==> config.mk <==
export PLATFORM = sky130hd
export DESIGN_NAME = debounce_sync
export DESIGN_NICKNAME = d
export VERILOG_FILES = /design/src/rtl/cond_pkg.sv /design/src/rtl/debounce_chan.sv /design/src/rtl/debounce_sync.sv
export SDC_FILE = /design/constraint.sdc
export NUM_CORES = 1
export LEC_CHECK = 0
export ABC_AREA = 1
export BUFFER_PORTS_ARGS = -buffer_cell sky130_fd_sc_hd__clkbuf_2
export CAP_MARGIN = 10
export CORE_MARGIN = 1
export CORE_UTILIZATION = 45
export DETAILED_ROUTE_END_ITERATION = 16
export GPL_TIMING_DRIVEN = 0
export PLACE_DENSITY = 0.63
export SLEW_MARGIN = 0
export SYNTH_ARGS = -nofsm -noshare
export SYNTH_HDL_FRONTEND = slang
export SYNTH_SLANG_ARGS = --single-unit
==> constraint.sdc <==
create_clock -name clk -period 1.2 [get_ports clk]
set_clock_uncertainty 0.05 [all_clocks]
set_input_delay 0.06 -clock clk [delete_from_list [all_inputs] [get_ports clk]]
set_output_delay 0.06 -clock clk [all_outputs]
set_load 0.01 [all_outputs]
==> src/rtl/cond_pkg.sv <==
// Shared definitions for the input-conditioning blocks.
// Latency: n/a (types and constants only).
// Backpressure: n/a.
package cond_pkg;

    localparam int DEB_WIDTH_DEF  = 2;
    localparam int DEB_STABLE_DEF = 16;

    localparam int DEB_STABLE_MIN = 2;
    localparam int DEB_STABLE_MAX = 65535;

    typedef enum logic {
        ST_STABLE  = 1'b0,
        ST_PENDING = 1'b1
    } debounce_state_e;

endpackage

==> src/rtl/debounce_chan.sv <==
// One channel: two-flop synchroniser, stability counter, registered level and edge pulses.
// Latency: dout/rise/fall update STABLE_CYCLES+1 edges after din is first captured.
// Backpressure: none; free-running, one sample per clock.
module debounce_chan
    import cond_pkg::*;
#(
    parameter int STABLE_CYCLES = DEB_STABLE_DEF,
    parameter int CNT_W         = $clog2(STABLE_CYCLES)
) (
    input  logic clk,
    input  logic rst_n,
    input  logic din,
    output logic dout,
    output logic rise,
    output logic fall
);

    localparam logic [CNT_W-1:0] CNT_LAST = CNT_W'(STABLE_CYCLES - 1);

    logic             s1;
    logic             s2;
    logic [CNT_W-1:0] cnt;

    always_ff @(posedge clk) begin
        if (!rst_n) begin
            s1   <= 1'b0;
            s2   <= 1'b0;
            cnt  <= '0;
            dout <= 1'b0;
            rise <= 1'b0;
            fall <= 1'b0;
        end else begin
            s1   <= din;
            s2   <= s1;
            rise <= 1'b0;
            fall <= 1'b0;
            if (s2 == dout) begin
                cnt <= '0;
            end else if (cnt == CNT_LAST) begin
                // Level has differed for STABLE_CYCLES samples: commit it.
                dout <= s2;
                cnt  <= '0;
                rise <= s2;
                fall <= ~s2;
            end else begin
                cnt <= cnt + CNT_W'(1);
            end
        end
    end

    a_no_both_edges: assert property (@(posedge clk) disable iff (!rst_n) !(rise && fall));
    a_cnt_bound:     assert property (@(posedge clk) disable iff (!rst_n) cnt <= CNT_LAST);

endmodule

==> src/rtl/debounce_sync.sv <==
// Multi-channel synchronise-and-debounce front end feeding clean levels to the gate stage.
// Latency: STABLE_CYCLES+1 clocks from first capture of a new din level to dout/rise/fall.
// Backpressure: none; channels are independent and never stall.
module debounce_sync
    import cond_pkg::*;
#(
    parameter int WIDTH         = DEB_WIDTH_DEF,
    parameter int STABLE_CYCLES = DEB_STABLE_DEF,
    parameter int CNT_W         = $clog2(STABLE_CYCLES)
) (
    input  logic             clk,
    input  logic             rst_n,
    input  logic [WIDTH-1:0] din,
    output logic [WIDTH-1:0] dout,
    output logic [WIDTH-1:0] rise,
    output logic [WIDTH-1:0] fall
);

    if (STABLE_CYCLES < DEB_STABLE_MIN || STABLE_CYCLES > DEB_STABLE_MAX) begin : g_bad_stable
        $error("debounce_sync: STABLE_CYCLES=%0d outside %0d..%0d",
               STABLE_CYCLES, DEB_STABLE_MIN, DEB_STABLE_MAX);
    end
    if (CNT_W != $clog2(STABLE_CYCLES)) begin : g_bad_cnt_w
        $error("debounce_sync: CNT_W is derived and must not be overridden");
    end

    for (genvar i = 0; i < WIDTH; i++) begin : g_chan
        debounce_chan #(
            .STABLE_CYCLES (STABLE_CYCLES),
            .CNT_W         (CNT_W)
        ) u_chan (
            .clk   (clk),
            .rst_n (rst_n),
            .din   (din[i]),
            .dout  (dout[i]),
            .rise  (rise[i]),
            .fall  (fall[i])
        );
    end

endmodule
**Yosys cells after proc, flatten, opt, wreduce, memory -nomap -nowiden**

Cells that the tools add are included.

- Register bits: 18
- Input bits: 4
- Output and inout port bits: 6
- Logic and storage cells: 31

- Add/subtract/negate cells: 2
- Equal/unequal tests: 4
- Bitwise gates (word level): 7
- Reduce and logical (&&, ||, !) cells: 6

Operators by type and width:

| operator | count |
|---|---|
| $reduce_or A3 Y1 | 4 |
| $add A4 B1 Y4 const B | 2 |
| $eq A4 B4 Y1 const B | 2 |
| $not A1 Y1 | 7 |
| $reduce_and A2 Y1 | 2 |
| $eq A1 B1 Y1 | 2 |

**Logic depth before layout (Yosys ltp)**

Gate-level depths: netlist of the first run.

- Word-level depth: 3
- Mapped depth: 5
- Mapped depth without buffers: 5

**Cells and area by module**

Synthesis of the first run repeated with hierarchy kept, for this count alone.

- Cell total of the unflattened synthesis: 84
- Area total of the unflattened synthesis: 688.2 sq um

Modules (own cells, without submodules):

| module | times used | cells an instance | area each (sq um) | sequential area each (sq um) |
|---|---|---|---|---|
| debounce_chan | 2 | 42 | 344.1 | 180.2 |

**Least setup slack after synthesis of the first run**

No wires, ideal clock.

- Kind: reg2reg
- Start: register g_chan[0].u_chan.cnt[0]
- End: register g_chan[0].u_chan.cnt[0]
- Setup time: 116 ps
- Arrival: 810 ps
- Required time: 1,034 ps
- Setup slack: 224 ps
- Stages on the path, launching flop included: 5
- Path buffers: 0
- Clock period less this slack: 976 ps
- Cells stage by stage: dfxtp_1 > ha_1 > nand3_1 > nand3_2 > nor2_1

- Word-level cells in the longest chain between the ends: 2
- Elaborated cells on any way between the ends: 3
- Classes of those cells: 1 x add/sub; 1 x eq/ne; 1 x reduce/logical

Ends and longest elaborated chain:

| what | line | RTL |
|---|---|---|
| start: declaration | debounce_chan.sv:22 | `logic [CNT_W-1:0] cnt;` |
| start signal: assignment | debounce_chan.sv:46 | `cnt <= cnt + CNT_W'(1);` |
| branches (longest 2 deep; another with $add A4 B1 Y4) | n/a |  |

Parallel ways; which one is timed is not known.
A chain may end at the register's enable or synchronous reset.

**Worst setup path in the final report of the first run**

Ends and elaborated chain as after synthesis.

==> results.md, run 1 <==
* Outcome: complete, no violations
* Critical Path Fanout Max at 4
* Buffers and inverters on the worst path at 0
* Post-synth top area cell: dfxtp_1
* Reg2Reg Launch Point: g_chan[0].u_chan.cnt[0]$_SDFF_PP0_
* Placed cell count at between 100 and 150
* Number of flops mapped to enable cells by yosys at 0
* Chip Height at 41.78 um
* Clock root cell: clkbuf_4
* Hold endpoint: g_chan[1].u_chan.s2$_SDFF_PN0_
* Vias in the first global route at 424
* Most instantiated library cell after synthesis: dfxtp_1
* Slew HR at 0.8598
* Initial antenna violation count at 0
* Min Tclk post-route at approximately 1.1 ns
* # nets final at 109
* CP max stage delay at 0.39 ns
* Met2 GRT Util at 0.1750
* DR pass1 iterations at 4
* Logic pwr share at 0.037
* WL final at 946 um
* Die area at 0.001745 sq mm
* GR peak layer: met2
* # setup viols final at 0
* CTS H-tree depth at 1
* GRT Total Usage at 0.1276
* Cell Pwr Density at between 1000 and 1500 mW/mm^2
* Worst-path clk slew at roughly 0.09 ns
* FFs w/ async S/R, synth at 0
* Clock group share of total power at 0.307
* Row cnt at 13
* Fin. Hold Viols at 0
* Post-CTS Setup Bufs at 0
* Fmax at 0.9287 GHz
* Yosys warns at 0
* CTS tree: built
* Skew-Pair Late Insertion Delay at 0.28 ns
* ANT cells at 0
* Post-route worst setup slack at 0.1232 ns
* Via/cell ratio at ~4.5
* Port Buf Inserts at 9
* Critical path capture point type: register
* Post-Place Worst Slack at 0.1350 ns
* Max-cap violations at 0
* Mean Syn Cell Area at 8.183 sq um
* Final Max Slew Viols at 0
* Crit path DAT at ~1.2 ns
* Clk sinks at 18
* Core ar. at 0.001383 sq mm
* M3 GR Usage at 0.02609
* Hold Path Origin: rst_n
* Slowest CP cell: dfxtp_1
* DRT iter0 DRCs at 5
* Clock buffer depth at 2
* Die Span X at 41.78 um
* Family with the most delay on the worst path: flip-flops
* CP Cell Sequence: ha_1 -> nand3_1 -> nand3_2 -> nor2_1
* HPWL Detailed at around 700 um
* Starting Density at 0.5149
* P_leak at 0.0003896 uW
* Largest net degree at the start of global routing at 10
* Setup TNS at 0 ns
* R2R setup slack at approximately 0.12 ns
* Routability cong. at around 0.74
* Remaining global-route overflow at 0
* Worst-margin pin slew at between 0.2 and 0.25 ns
* Synth cell count leaders: 18 x dfxtp_1, 16 x nand2_1, 14 x inv_1, 14 x nor2_1
* First-pass GRT wire length at 1704 um
* Fillers at 129
* Worst path depth at 4
* NetSw at between 150 and 200 uW
* Cells after synthesis at 87
* Drt wl/cell at 8.155 um
* Netlist cell types at 12
* R2R depth at 4
* Via count at 525
* Cts bufs inserted at 3
* IO Count at 10
* Hold Path Cell Cnt at 3
* Synthesized flop and latch total at 18
* Sequential fraction of the synthesis area at 0.5062
* Layout area overhead at 15.29%
* HP Class: primary input to register
* Post-synth top area share at 0.5062
* CP Class: register to register
* Fin crit share at 0.8973
* Worst Setup SP: g_chan[0].u_chan.cnt[0]$_SDFF_PP0_
* Reg power frac at 0.656
* Top FF cell, synth: dfxtp_1
* Internal power at 737.8 uW
* RSZ-0062 raised after global routing: false
* CP startpoint kind: register
* Peak VDD IR at about 700 uV
* Fin util at 0.5937
* Residual DRC at 0
* Post-route ant nets at 0
* Final hold slack at 0.01051 ns
* Share of post-route cells with drive strength above 1 at 0.2376
* Syn Nets at 93
* Layout Cells excl Fill at 116
* Post-Syn Area at 711.9 sq um
* Worst r2r dst: g_chan[0].u_chan.cnt[0]$_SDFF_PP0_
* Sw Ratio at 0.2074
* Met1 usage at 0.1730
* CP required at between 1 and 1.5 ns
* Largest cells by area after synthesis: dfxtp_1 51%, nand2_1 8.4%, inv_1 7.4%, nor2_1 7.4%, buf_4 6.3%
## worst max-delay path by stage
stage	end	slack (ns)
3_3_place_gp	g_chan[0].u_chan.cnt[0]$_SDFF_PP0_	0.15
4_1_cts	g_chan[0].u_chan.cnt[0]$_SDFF_PP0_	0.12
5_1_grt	g_chan[1].u_chan.dout$_SDFFE_PN0P_	0.01
2_1_floorplan	g_chan[0].u_chan.cnt[0]$_SDFF_PP0_	0.22
6_report	g_chan[0].u_chan.cnt[0]$_SDFF_PP0_	0.12
3_5_place_dp	g_chan[0].u_chan.cnt[0]$_SDFF_PP0_	0.14
## tightest hold or removal path, stage by stage
cell and delay (ns):
clkbuf_2 0.14, nand2_1 0.07, inv_1 0.03
## metrics by stage
step	cell area, sq um	power (uW)
after floorplan	711.9	643.3
after global placement	775.7	653.6
after detailed placement	775.7	654.4
after CTS	818.3	942.0
after global routing	820.8	968.9
final	820.8	930.8
## final cells by class
| type | instances | area, sq um | area share |
|---|---|---|---|
| Multi-Input combinational cell | 48 | 252.7 | 0.3079 |
| Sequential cell | 18 | 360.3 | 0.4390 |
| Clock buffer | 3 | 22.52 | 0.02744 |
| Tap cell | 15 | 18.77 | 0.02287 |
| Inverter | 15 | 56.30 | 0.06860 |
| Buffer | 6 | 45.04 | 0.05488 |
| Timing Repair Buffer | 11 | 65.06 | 0.07927 |
## layout by cell type (no fill, tap or decap)
master          n
dfxtp_1        18
nand3_1         4
ha_2            1
xnor2_1         2
buf_4           6
nand3_2         2
clkbuf_2        9
inv_1          14
ha_1            1
inv_2           1
clkbuf_4        3
nand2_1        16
a21oi_2         2
dlygate4sd3_1   2
nor2_1         14
nand4_1         6
## registers in the layout, indices dropped and copies added (netlist names)
name	cells
g_chan.u_chan.fall	2
g_chan.u_chan.s1	2
g_chan.u_chan.s2	2
g_chan.u_chan.rise	2
g_chan.u_chan.cnt	8
g_chan.u_chan.dout	2
## cells by family (layout without fill, tap and decap cells)
kind of cell	after synthesis	after routing	synth area share
DFF	18	18	0.5062
xor gates and xnor gates	2	2	0.02461
adders and majority gates	2	2	0.03514
and+or+nand+nor	42	42	0.2671
AOI/OAI and AO/OA	2	2	0.02461
buffers and inverters	21	35	0.1423
## layer usage
| layer | vias to the layer above | part of all wire |
|---|---|---|
| li1 | 296 | - |
| met1 | 217 | 0.52 |
| met4 | 0 | 0.018 |
| met5 | - | 0 |
| met3 | 2 | 0.036 |
| met2 | 10 | 0.42 |
## power by group through the flow
| stage | Combinational [uW] | Sequential [uW] | Clock [uW] |
|---|---|---|---|
| final | 34.7 | 610 | 286 |
| after global routing | 40.2 | 612 | 317 |
| after CTS | 35.1 | 610 | 297 |
| after detailed placement | 29.9 | 624 | 0 |
| after global placement | 29.4 | 624 | 0 |
| after floorplan | 19.9 | 623 | 0 |
## timing repair
item | in CTS | in global routing
setup endpoints to repair | 0 | 2
hold buffers | 2 | 0
hold endpoints to repair | 2 | 0
resized for setup | 0 | 1
Note: power is estimated with default switching activity, not from simulation.
==> inputs of run 2 (changes only) <==
Settings changed: CORE_MARGIN 1 to unset, CORE_UTILIZATION 45 to 52, PLACE_DENSITY 0.63 to 0.71.
==> run 2 against run 1 <==
- final area is 1.2% higher
- clock-buffer cell count is 1 higher
- sequential power hardly changed
- routed wire length up 7.0%
- combinational power up 2%
- global-route usage grew 5.5 points
- register-to-register slack is essentially flat
- worst hold slack better by 0.0047 ns
- final cell count unchanged
- worst setup slack improved by 0.0027 ns
- via count rose by 0.95%
- critical path type unchanged
==> results.md, run 2 (synthesis results as in run 1) <==
* Hold Path Origin: rst_n
* Routability cong. at slightly above 0.7
* DRT iter0 DRCs at 8
* CP Cell Sequence: ha_1 -> nand3_1 -> nand3_2 -> nor2_1
* HPWL Detailed at 779.7 um
* Total power draw at roughly 1000 uW
* Most flop-heavy register: g_chan.u_chan.cnt
* Clk sinks at 18
* Slew HR at 0.8558
* Die area at 0.001521 sq mm
* Outcome: complete, no violations
* Residual DRC at 0
* CP startpoint kind: register
* DP Area at 774.5 sq um
* Clock buffer depth at 2
* Layout area overhead at 16.70%
* First-pass GRT wire length at 1794 um
* Die Span X at 39 um
* Cell Pwr Density at 1213 mW/mm^2
* Fin. Hold Viols at 0
* Worst r2r dst: g_chan[0].u_chan.cnt[3]$_SDFF_PP0_
* Row cnt at 12
* Min Tclk post-route at 1.074 ns
* Max reg flops at 8
* Fillers at 103
* Hold endpoint: g_chan[1].u_chan.s2$_SDFF_PN0_
* CP Class: register to register
* R2R depth at 4
* Port Buf Inserts at 9
* CTS tree: built
* Worst-path clk slew at 0.10 ns
* IO Count at 10
* Slowest CP cell: dfxtp_1
* Post-CTS Setup Bufs at 0
* Most frequent cells in the layout: 18 x dfxtp_1, 16 x nand2_1, 14 x inv_1, 14 x nor2_1, 9 x clkbuf_2
* Chip Height at 39 um
* R2R setup slack at 0.13 ns
* Reg2Reg Launch Point: g_chan[0].u_chan.cnt[0]$_SDFF_PP0_
* CTS H-tree depth at 1
* Peak VDD IR at ~850 uV
* GRT Total Usage at 0.1829
* Max-cap violations at 0
* Via/cell ratio at ~4.6
* Skew-Pair Late Insertion Delay at 0.29 ns
* Critical Path Fanout Max at 4
* Via count at 530
* Fmax at 0.9311 GHz
* Share of post-route cells with drive strength above 1 at 0.2353
* Critical path capture point type: register
* Remaining global-route overflow at 0
* HP Class: primary input to register
* Hold Path Cell Cnt at 3
* Fin crit share at 0.8950
* P_leak at 0.0003999 uW
* Setup TNS at 0 ns
* RSZ-0062 raised after global routing: false
* Initial antenna violation count at 0
* Design area at 830.8 sq um
* Starting Density at 0.6002
* Clock root cell: clkbuf_4
* Final Max Slew Viols at 0
* Drt wl/cell at 8.724 um
* ANT cells at 0
* Post-route ant nets at 0
* Core ar. at 0.001186 sq mm
* WL final at 1012 um
* # setup viols final at 0
* CP max stage delay at between 0.3 and 0.4 ns
* DR pass1 iterations at 3
* # nets final at 109
* Largest net degree at the start of global routing at 11
* Worst-margin pin slew at 0.2159 ns
* Vias in the first global route at 477
* Crit path DAT at 1.21 ns
* CP required at 1.34 ns
* Commonest non-fill, non-tap cell in the layout: dfxtp_1
* Cts bufs inserted at 3
[run 2: cell count changes in the layout (fill, tap and decap cells not counted)]
cell,delta
ha_2,-1
ha_1,+1
clkbuf_8,+1
[run 2: cell type report]
class                           count  area [sq um]  share of cell area
Tap cell                           14         17.52             0.02108
Multi-Input combinational cell     48         250.2              0.3012
Sequential cell                    18         360.3              0.4337
Buffer                              6         45.04             0.05422
Inverter                           15         56.30             0.06777
Timing Repair Buffer               11         65.06             0.07831
Clock buffer                        4         36.28             0.04367
[run 2: worst max-delay path by stage]
| stage | startpoint | to | slack (ns) |
|---|---|---|---|
| after floorplan | g_chan[0].u_chan.cnt[0]$_SDFF_PP0_ | g_chan[0].u_chan.cnt[0]$_SDFF_PP0_ | 0.22 |
| after global placement | g_chan[0].u_chan.cnt[0]$_SDFF_PP0_ | g_chan[0].u_chan.cnt[0]$_SDFF_PP0_ | 0.16 |
| after detailed placement | g_chan[0].u_chan.cnt[0]$_SDFF_PP0_ | g_chan[0].u_chan.cnt[3]$_SDFF_PP0_ | 0.13 |
| after CTS | g_chan[0].u_chan.cnt[0]$_SDFF_PP0_ | g_chan[0].u_chan.cnt[3]$_SDFF_PP0_ | 0.12 |
| after global routing | g_chan[1].u_chan.cnt[0]$_SDFF_PP0_ | g_chan[1].u_chan.cnt[3]$_SDFF_PP0_ | 0.02 |
| final | g_chan[0].u_chan.cnt[0]$_SDFF_PP0_ | g_chan[0].u_chan.cnt[3]$_SDFF_PP0_ | 0.13 |
[run 2: repair_timing]
action | in CTS | in global routing
resized for setup | 0 | 0
hold endpoints to repair | 2 | 0
hold buffers | 2 | 0
setup endpoints to repair | 0 | 0
[run 2: through the flow]
| step | utilization | hold slack (ns) | std cells | setup WS, ns |
|---|---|---|---|---|
| 6_report | 0.7004 | 0.01516 | 116 | 0.1260 |
| 3_5_place_dp | 0.6530 | 0.1977 | 110 | 0.1280 |
| 3_3_place_gp | 0.6530 | 0.1912 | 110 | 0.1574 |
| 5_1_grt | 0.7004 | 0.008552 | 116 | 0.01604 |
| 4_1_cts | 0.7004 | 0.008111 | 116 | 0.1160 |
| 2_1_floorplan | - | 0.1035 | 87 | 0.2242 |
[run 2: routing by layer]
| metal | vias up | routed length, um | global-route usage |
|---|---|---|---|
| met5 | - | 0 | 0 |
| met4 | 0 | 11 | 0.1293 |
| met3 | 2 | 26 | 0.05202 |
| met2 | 10 | 481 | 0.3000 |
| met1 | 222 | 492 | 0.1986 |
| li1 | 296 | - | - |
[run 2: worst max-delay path, delay by kind of cell, from the launching register on]
kind	cells	cell delay, ns
DFF	1	0.38
and+or+nand+nor	3	0.31
adders and majority gates	1	0.24
[run 2: report_power, final]
| part | internal [uW] | switching (uW) |
|---|---|---|
| combinational | 16.1 | 19.4 |
| sequential | 605 | 5.18 |
| clock | 185 | 177 |
